`src/rtl/mult_div_unit_pkg.sv`:
```
// Shared definitions for the multiply/divide unit: FSM state encodings,
// iteration counts and default operand width.
package mult_div_unit_pkg;

    localparam int DEFAULT_WIDTH = 32;
    localparam int MULT_STEPS    = 32;
    localparam int DIV_STEPS     = 32;

`ifdef MULTDIV_UNSIGNED_EN
    // Unsigned multiply runs one extra Booth step, so the counter needs to reach 32.
    localparam int CNT_W = 6;
`else
    localparam int CNT_W = 5;
`endif

    typedef enum logic [1:0] {
        ST_IDLE   = 2'd0,
        ST_MULT   = 2'd1,
        ST_DIV    = 2'd2,
        ST_FINISH = 2'd3
    } state_t;

    typedef enum logic [1:0] {
        OP_MULT = 2'd0,
        OP_DIV  = 2'd1,
        OP_DZ   = 2'd2
    } op_t;

endpackage

```
`src/rtl/mult_div_unit_div.sv`:
```
// div_core: restoring divider on operand magnitudes, one quotient bit per step,
// with sign correction applied combinationally on the outputs.
module div_core
    import mult_div_unit_pkg::*;
#(
    parameter int WIDTH = DEFAULT_WIDTH
) (
    input  logic             clk,
    input  logic             load,
    input  logic             step,
    input  logic             uns,
    input  logic [WIDTH-1:0] a,
    input  logic [WIDTH-1:0] b,
    output logic [WIDTH-1:0] quot,
    output logic [WIDTH-1:0] rem
);

    function automatic logic [WIDTH-1:0] cond_neg(input logic [WIDTH-1:0] v, input logic neg);
        return neg ? (~v + WIDTH'(1)) : v;
    endfunction

    logic [WIDTH-1:0] rem_r;
    logic [WIDTH-1:0] quo_r;
    logic [WIDTH-1:0] dvs_r;
    logic             neg_q;
    logic             neg_r;
    logic             a_neg;
    logic             b_neg;
    logic [WIDTH:0]   shifted;
    logic [WIDTH:0]   diff;
    logic             fits;

    assign a_neg = !uns && a[WIDTH-1];
    assign b_neg = !uns && b[WIDTH-1];

    // Remainder stays below the divisor, so the W+1-bit trial difference cannot overflow.
    assign shifted = {rem_r, quo_r[WIDTH-1]};
    assign diff    = shifted - {1'b0, dvs_r};
    assign fits    = !diff[WIDTH];

    always_ff @(posedge clk) begin
        if (load) begin
            rem_r <= '0;
            quo_r <= cond_neg(a, a_neg);
            dvs_r <= cond_neg(b, b_neg);
            neg_q <= a_neg ^ b_neg;
            neg_r <= a_neg;
        end else if (step) begin
            rem_r <= fits ? diff[WIDTH-1:0] : shifted[WIDTH-1:0];
            quo_r <= {quo_r[WIDTH-2:0], fits};
        end
    end

    // Quotient truncates toward zero; remainder follows the dividend's sign.
    assign quot = cond_neg(quo_r, neg_q);
    assign rem  = cond_neg(rem_r, neg_r);

endmodule

```
`src/rtl/mult_div_unit.sv`:
```
// Multicycle multiply/divide unit producing HI/LO: radix-2 Booth multiplier plus
// restoring divider (div_core). Optional MULTDIV_UNSIGNED_EN adds op_unsigned.
module mult_div_unit
    import mult_div_unit_pkg::*;
#(
    parameter int WIDTH = DEFAULT_WIDTH
) (
    input  logic             clk,
    input  logic             reset,
    input  logic             start_mult,
    input  logic             start_div,
`ifdef MULTDIV_UNSIGNED_EN
    input  logic             op_unsigned,
`endif
    input  logic [WIDTH-1:0] a,
    input  logic [WIDTH-1:0] b,
    output logic [WIDTH-1:0] hi,
    output logic [WIDTH-1:0] lo,
    output logic             busy,
    output logic             done,
    output logic             div_zero
);

    localparam logic [CNT_W-1:0] DIV_LAST = CNT_W'(DIV_STEPS - 1);

    function automatic logic signed [WIDTH+1:0] booth_add(
        input logic signed [WIDTH+1:0] acc_v,
        input logic signed [WIDTH+1:0] m_v,
        input logic [1:0]              pair
    );
        case (pair)
            2'b01:   return acc_v + m_v;
            2'b10:   return acc_v - m_v;
            default: return acc_v;
        endcase
    endfunction

    state_t                   state;
    state_t                   state_n;
    op_t                      op_r;
    logic [CNT_W-1:0]         cnt;
    logic [CNT_W-1:0]         mult_last;
    logic                     accept_mult;
    logic                     accept_div;
    logic                     accept_dz;
    logic                     mult_step;
    logic                     div_step;
    logic                     fin;
    logic                     uns_in;
    logic                     uns_r;
    logic signed [WIDTH+1:0]  acc;
    logic signed [WIDTH+1:0]  mcand;
    logic signed [WIDTH+1:0]  booth_sum;
    logic [WIDTH:0]           mq;
    logic                     qm1;
    logic [WIDTH-1:0]         quot;
    logic [WIDTH-1:0]         rem;
    logic [WIDTH-1:0]         res_hi;
    logic [WIDTH-1:0]         res_lo;

`ifdef MULTDIV_UNSIGNED_EN
    assign uns_in    = op_unsigned;
    assign mult_last = uns_r ? CNT_W'(MULT_STEPS) : CNT_W'(MULT_STEPS - 1);
`else
    assign uns_in    = 1'b0;
    assign mult_last = CNT_W'(MULT_STEPS - 1);
`endif

    assign busy = (state != ST_IDLE);

    always_comb begin
        state_n     = state;
        accept_mult = 1'b0;
        accept_div  = 1'b0;
        accept_dz   = 1'b0;
        mult_step   = 1'b0;
        div_step    = 1'b0;
        fin         = 1'b0;
        case (state)
            ST_IDLE: begin
                if (start_mult) begin
                    accept_mult = 1'b1;
                    state_n     = ST_MULT;
                end else if (start_div) begin
                    if (b == '0) begin
                        accept_dz = 1'b1;
                        state_n   = ST_FINISH;
                    end else begin
                        accept_div = 1'b1;
                        state_n    = ST_DIV;
                    end
                end
            end
            ST_MULT: begin
                mult_step = 1'b1;
                if (cnt == mult_last) state_n = ST_FINISH;
            end
            ST_DIV: begin
                div_step = 1'b1;
                if (cnt == DIV_LAST) state_n = ST_FINISH;
            end
            ST_FINISH: begin
                fin     = 1'b1;
                state_n = ST_IDLE;
            end
            default: state_n = ST_IDLE;
        endcase
    end

    always_ff @(posedge clk) begin
        if (reset) begin
            state    <= ST_IDLE;
            cnt      <= '0;
            op_r     <= OP_MULT;
            hi       <= '0;
            lo       <= '0;
            done     <= 1'b0;
            div_zero <= 1'b0;
        end else begin
            state <= state_n;
            done  <= fin;
            if (accept_mult || accept_div || accept_dz)
                cnt <= '0;
            else if (mult_step || div_step)
                cnt <= cnt + 1'b1;
            if (accept_mult)
                op_r <= OP_MULT;
            else if (accept_div)
                op_r <= OP_DIV;
            else if (accept_dz)
                op_r <= OP_DZ;
            if (accept_mult || accept_div)
                div_zero <= 1'b0;
            else if (accept_dz)
                div_zero <= 1'b1;
            // A divide-by-zero leaves the previous HI/LO in place.
            if (fin && op_r != OP_DZ) begin
                hi <= res_hi;
                lo <= res_lo;
            end
        end
    end

    assign booth_sum = booth_add(acc, mcand, {mq[0], qm1});

    // Operands get one extra guard bit so the signed minimum and the unsigned
    // maximum both survive the Booth subtract without overflow.
    always_ff @(posedge clk) begin
        if (accept_mult || accept_div)
            uns_r <= uns_in;
        if (accept_mult) begin
            acc   <= '0;
            mcand <= uns_in ? $signed({2'b00, a}) : $signed({{2{a[WIDTH-1]}}, a});
            mq    <= {(!uns_in && b[WIDTH-1]), b};
            qm1   <= 1'b0;
        end else if (mult_step) begin
            acc <= {booth_sum[WIDTH+1], booth_sum[WIDTH+1:1]};
            mq  <= {booth_sum[0], mq[WIDTH:1]};
            qm1 <= mq[0];
        end
    end

    // Signed runs W steps, leaving the product one bit higher than the W+1-step unsigned run.
    always_comb begin
        res_hi = quot;
        res_lo = quot;
        if (op_r == OP_DIV) begin
            res_hi = rem;
            res_lo = quot;
        end else if (uns_r) begin
            res_hi = {acc[WIDTH-2:0], mq[WIDTH]};
            res_lo = mq[WIDTH-1:0];
        end else begin
            res_hi = acc[WIDTH-1:0];
            res_lo = mq[WIDTH:1];
        end
    end

    div_core #(
        .WIDTH(WIDTH)
    ) u_div (
        .clk  (clk),
        .load (accept_div),
        .step (div_step),
        .uns  (uns_r),
        .a    (a),
        .b    (b),
        .quot (quot),
        .rem  (rem)
    );

endmodule

```
`config.mk`:
```
export PLATFORM = sky130hd
export DESIGN_NAME = mult_div_unit
export DESIGN_NICKNAME = d
export VERILOG_FILES = /design/src/rtl/mult_div_unit_pkg.sv /design/src/rtl/mult_div_unit_div.sv /design/src/rtl/mult_div_unit.sv
export SDC_FILE = /design/constraint.sdc
export NUM_CORES = 1
export LEC_CHECK = 0
export CAP_MARGIN = 20
export CORE_UTILIZATION = 50
export CTS_BUF_LIST = sky130_fd_sc_hd__clkbuf_4 sky130_fd_sc_hd__clkbuf_8
export DETAILED_ROUTE_END_ITERATION = 8
export GPL_ROUTABILITY_DRIVEN = 0
export HOLD_SLACK_MARGIN = 0.03
export PLACE_DENSITY = 0.76
export SYNTH_ARGS = -nofsm -noshare
export SYNTH_HDL_FRONTEND = slang
export SYNTH_SLANG_ARGS = --single-unit
```
`constraint.sdc`:
```
create_clock -name clk -period 4.8 [get_ports clk]
set_input_delay 0.96 -clock clk [delete_from_list [all_inputs] [get_ports clk]]
set_output_delay 0.96 -clock clk [all_outputs]
set_load 0.1 [all_outputs]
```
==> results.md, run 1 <==
- Worst Setup Path Type: flip-flop to flip-flop
- Tightest Hold Check Type: flip-flop to flip-flop
- Area leader, netlist: edfxtp_1
- Worst VDD drop: 0.000441 V
- Crit path from: mcand[1]$_DFFE_PP_
- TritonCTS clock tree: done
- Core Rows: 68
- Overflow after GRT: 0
- CP Capture Type: flip-flop
- Max-Slew Margin vs Limit: 30.2%
- Wire per inst: 19.2 um
- FFs w/ async S/R, synth: 0%
- Port buffer count: 134
- Ports: 135
- Synth Area in XOR/XNOR: 9.71%
- Share of post-route cells with drive strength above 1: 6.80%
- Worst Tran Pin Value: 1.04 ns
- Number of flops mapped to enable cells by yosys: 131
- Initial core utilization: 51.0%
- Worst skew pair latency: 0.58 ns
- Worst Path Max Fanout: 5
- Setup bufs post-CTS: 0
- Vias in the first global route: 14900
- Post-synthesis compound-gate area fraction: 21.7%
- Core Footprint: 0.0346 mm2
- Synth Flop Type: dfxtp_1
- Endpoints failing hold: 0
- Synth Register Bits: 272
- Cell count after synthesis: 2088
- Post-synthesis mux area share: 2.11%
- Num CTS Buffers: 47
- Sequential area share after synthesis: 38.2%
- Residual DRC count: 0
- Netlist cell types: 77
- Min-delay src: hi[1]$_SDFFE_PP0P_
- Startpoint Class: flip-flop
- Worst Skew: 0.0277 ns
- Synth warn: 0
- Setup TNS: 0 ns
- R2r setup slk: 0.35 ns
- Outcome: completed
- Max clock buf depth: 3
- Req. time, crit path: 5.23 ns
- Dominant cells by area after synthesis: edfxtp_1 22%, dfxtp_1 16%, ha_1 5.5%
- Routed WL: 51400 um
- Yosys top cell area share: 22.3%
- Final setup fails: 0
- Layout area overhead: 15.7%
- Die Ht: 190 um
- Layout fillers: 3020
- Drt first pass iters: 6
- Tcrit/Tclk final: 92.8%
- Vias: 16300
- Commonest cells post-synth: 250 x nand2_1, 248 x nor2_1, 181 x a21oi_1, 141 x dfxtp_1, 132 x o21ai_0
- ANT cells: 0
- Leakage: 7.96 nW
- F_max: 225 MHz
- Number of max-cap violations: 0
- Die Wd: 190 um
- Synth Area in Adders: 5.75%
- Power per Cell Area: 683 mW/mm2
- Initial antenna violation count: 0
- Clock-pin slew on the worst setup and hold paths: 0.07 ns
- Avg Synthesized Cell Area: 8.47 um2
- Slew Limit Fails: 0
- Simple-gate area share of the yosys netlist: 18.3%
- Post-DP HPWL: 38400 um
- First-pass GRT wire length: 80700 um
- CTS Sinks: 272
- Fin nets: 2330
- Largest family of logic cells by synthesized area: compound AO/OA/AOI/OAI gates
- First DRT Iteration DRCs: 1623
- Root buffer cell: clkbuf_8
- ANT nets after route: 0
- Die ar.: 0.0361 mm2
- Gr usage total: 28.2%
- Via/cell ratio: 6.08
- Shortest period the worst path allows: 4.45 ns
- Mapped Nets: 2236
- Tot Pwr: 14.0 mW
- Count leader, synth: nand2_1
- CP Data Arrival Time: 4.89 ns
- H-Tree Depth: 2
- Pin count of the biggest net entering global routing: 109
- Mapped Area: 0.0177 mm2
- Critical R2R Launch: mcand[1]$_DFFE_PP_
-- layer usage --
layer | part of all wire [%] | vias up | global-route usage [%]
met5 | 0 | - | 0
li1 | - | 7725 | -
met2 | 46 | 731 | 45.9
met4 | 4.4 | 0 | 12.7
met3 | 7.1 | 149 | 3.84
met1 | 42 | 7649 | 37.2
-- cells in the final DEF (no fill, tap or decap), drive strengths merged, types with 21 or more instances in the layout --
cell type	n
ha	78
nor2	248
o41ai	22
buf	22
a21oi	181
o21ai	135
dfxtp	141
inv	82
xnor2	110
a211oi	68
o211ai	21
nor2b	21
xor2	86
o31ai	36
nand2	250
mux2i	35
nand2b	21
clkdlybuf4s50	133
and3	23
a21o	27
nor3	41
clkbuf	66
a31oi	25
edfxtp	131
nand3	25
-- worst max-delay path, stage by stage (launching register included) --
cell	delay, ns
edfxtp_1	0.43
or4_1	0.57
nor4_1	0.20
buf_4	0.17
and3_1	0.23
nor2b_2	0.27
nand2_1	0.13
nor3_2	0.17
a21oi_1	0.11
xnor2_1	0.22
ha_1	0.33
nand3_1	0.11
nor2_1	0.08
a21oi_1	0.18
o211ai_1	0.13
nor3_1	0.20
o21ai_0	0.14
and3_1	0.19
o311ai_0	0.33
o41ai_1	0.13
-- per-stage QoR --
step           cell area [um2]  std cells  utilization, %  setup WS (ns)  hold WS (ns)
2_1_floorplan            17700       2088               -          0.616         0.450
3_3_place_gp             19400       2588            55.9          0.272         0.461
3_5_place_dp             19400       2588            55.9          0.153         0.474
4_1_cts                  20400       2675            59.0          0.289         0.482
5_1_grt                  20400       2675            59.1        -0.0114         0.498
6_report                 20400       2675            59.1          0.348         0.489
-- power by group --
part,leakage [nW],switching (mW),internal [mW],total (mW)
clock,0.557,0.999,1.39,2.39
combinational,5.00,4.62,2.87,7.50
sequential,2.40,0.830,3.25,4.08
total,7.96,6.45,7.52,14.0
-- area by class of cell --
class | count | area, um2 | share of cell area, %
Inverter | 83 | 313 | 1.53
Sequential cell | 272 | 6760 | 33.0
Timing Repair Buffer | 155 | 1530 | 7.49
Tap cell | 455 | 569 | 2.78
Clock inverter | 21 | 235 | 1.15
Multi-Input combinational cell | 1623 | 10200 | 50.0
Clock buffer | 66 | 827 | 4.04
-- final timing paths --
path                           to  cells after the start
min reg2reg    hi[1]$_SDFFE_PP0P_                      2
max reg2reg  acc[32]$_SDFFE_PP0P_                     19
min            hi[1]$_SDFFE_PP0P_                      2
max          acc[32]$_SDFFE_PP0P_                     19
-- logic make-up (layout without fill, tap and decap cells) --
| group | count (synthesis) | in the layout |
|---|---|---|
| AO/OA/AOI/OAI | 596 | 596 |
| adder cells (fa/ha/maj) | 80 | 80 |
| buffers and inverters | 193 | 325 |
| AND/OR/NAND/NOR | 714 | 714 |
| multiplexers | 37 | 37 |
| XOR/XNOR | 196 | 196 |
| flip-flops | 272 | 272 |
-- flip-flops by register name, indices dropped and copies added, names as in the netlist, 5 cells and up --
signal,count
acc,33
mq,33
hi,32
lo,32
mcand,32
u_div.dvs_r,32
u_div.quo_r,32
u_div.rem_r,32
cnt,5
-- repair_timing --
action | 4_1_cts | 5_1_grt
gates resized for setup | 0 | 4
endpoints found under the setup margin | 0 | 1
hold buffers | 0 | 0
Power figures use the tool's default switching activity.
==> run 2: changes to the inputs <==
CTS_CLUSTER_SIZE = 28   (was unset)
==> results of run 2 <==
Final layout, timing and power as in run 1 (identical DEF).
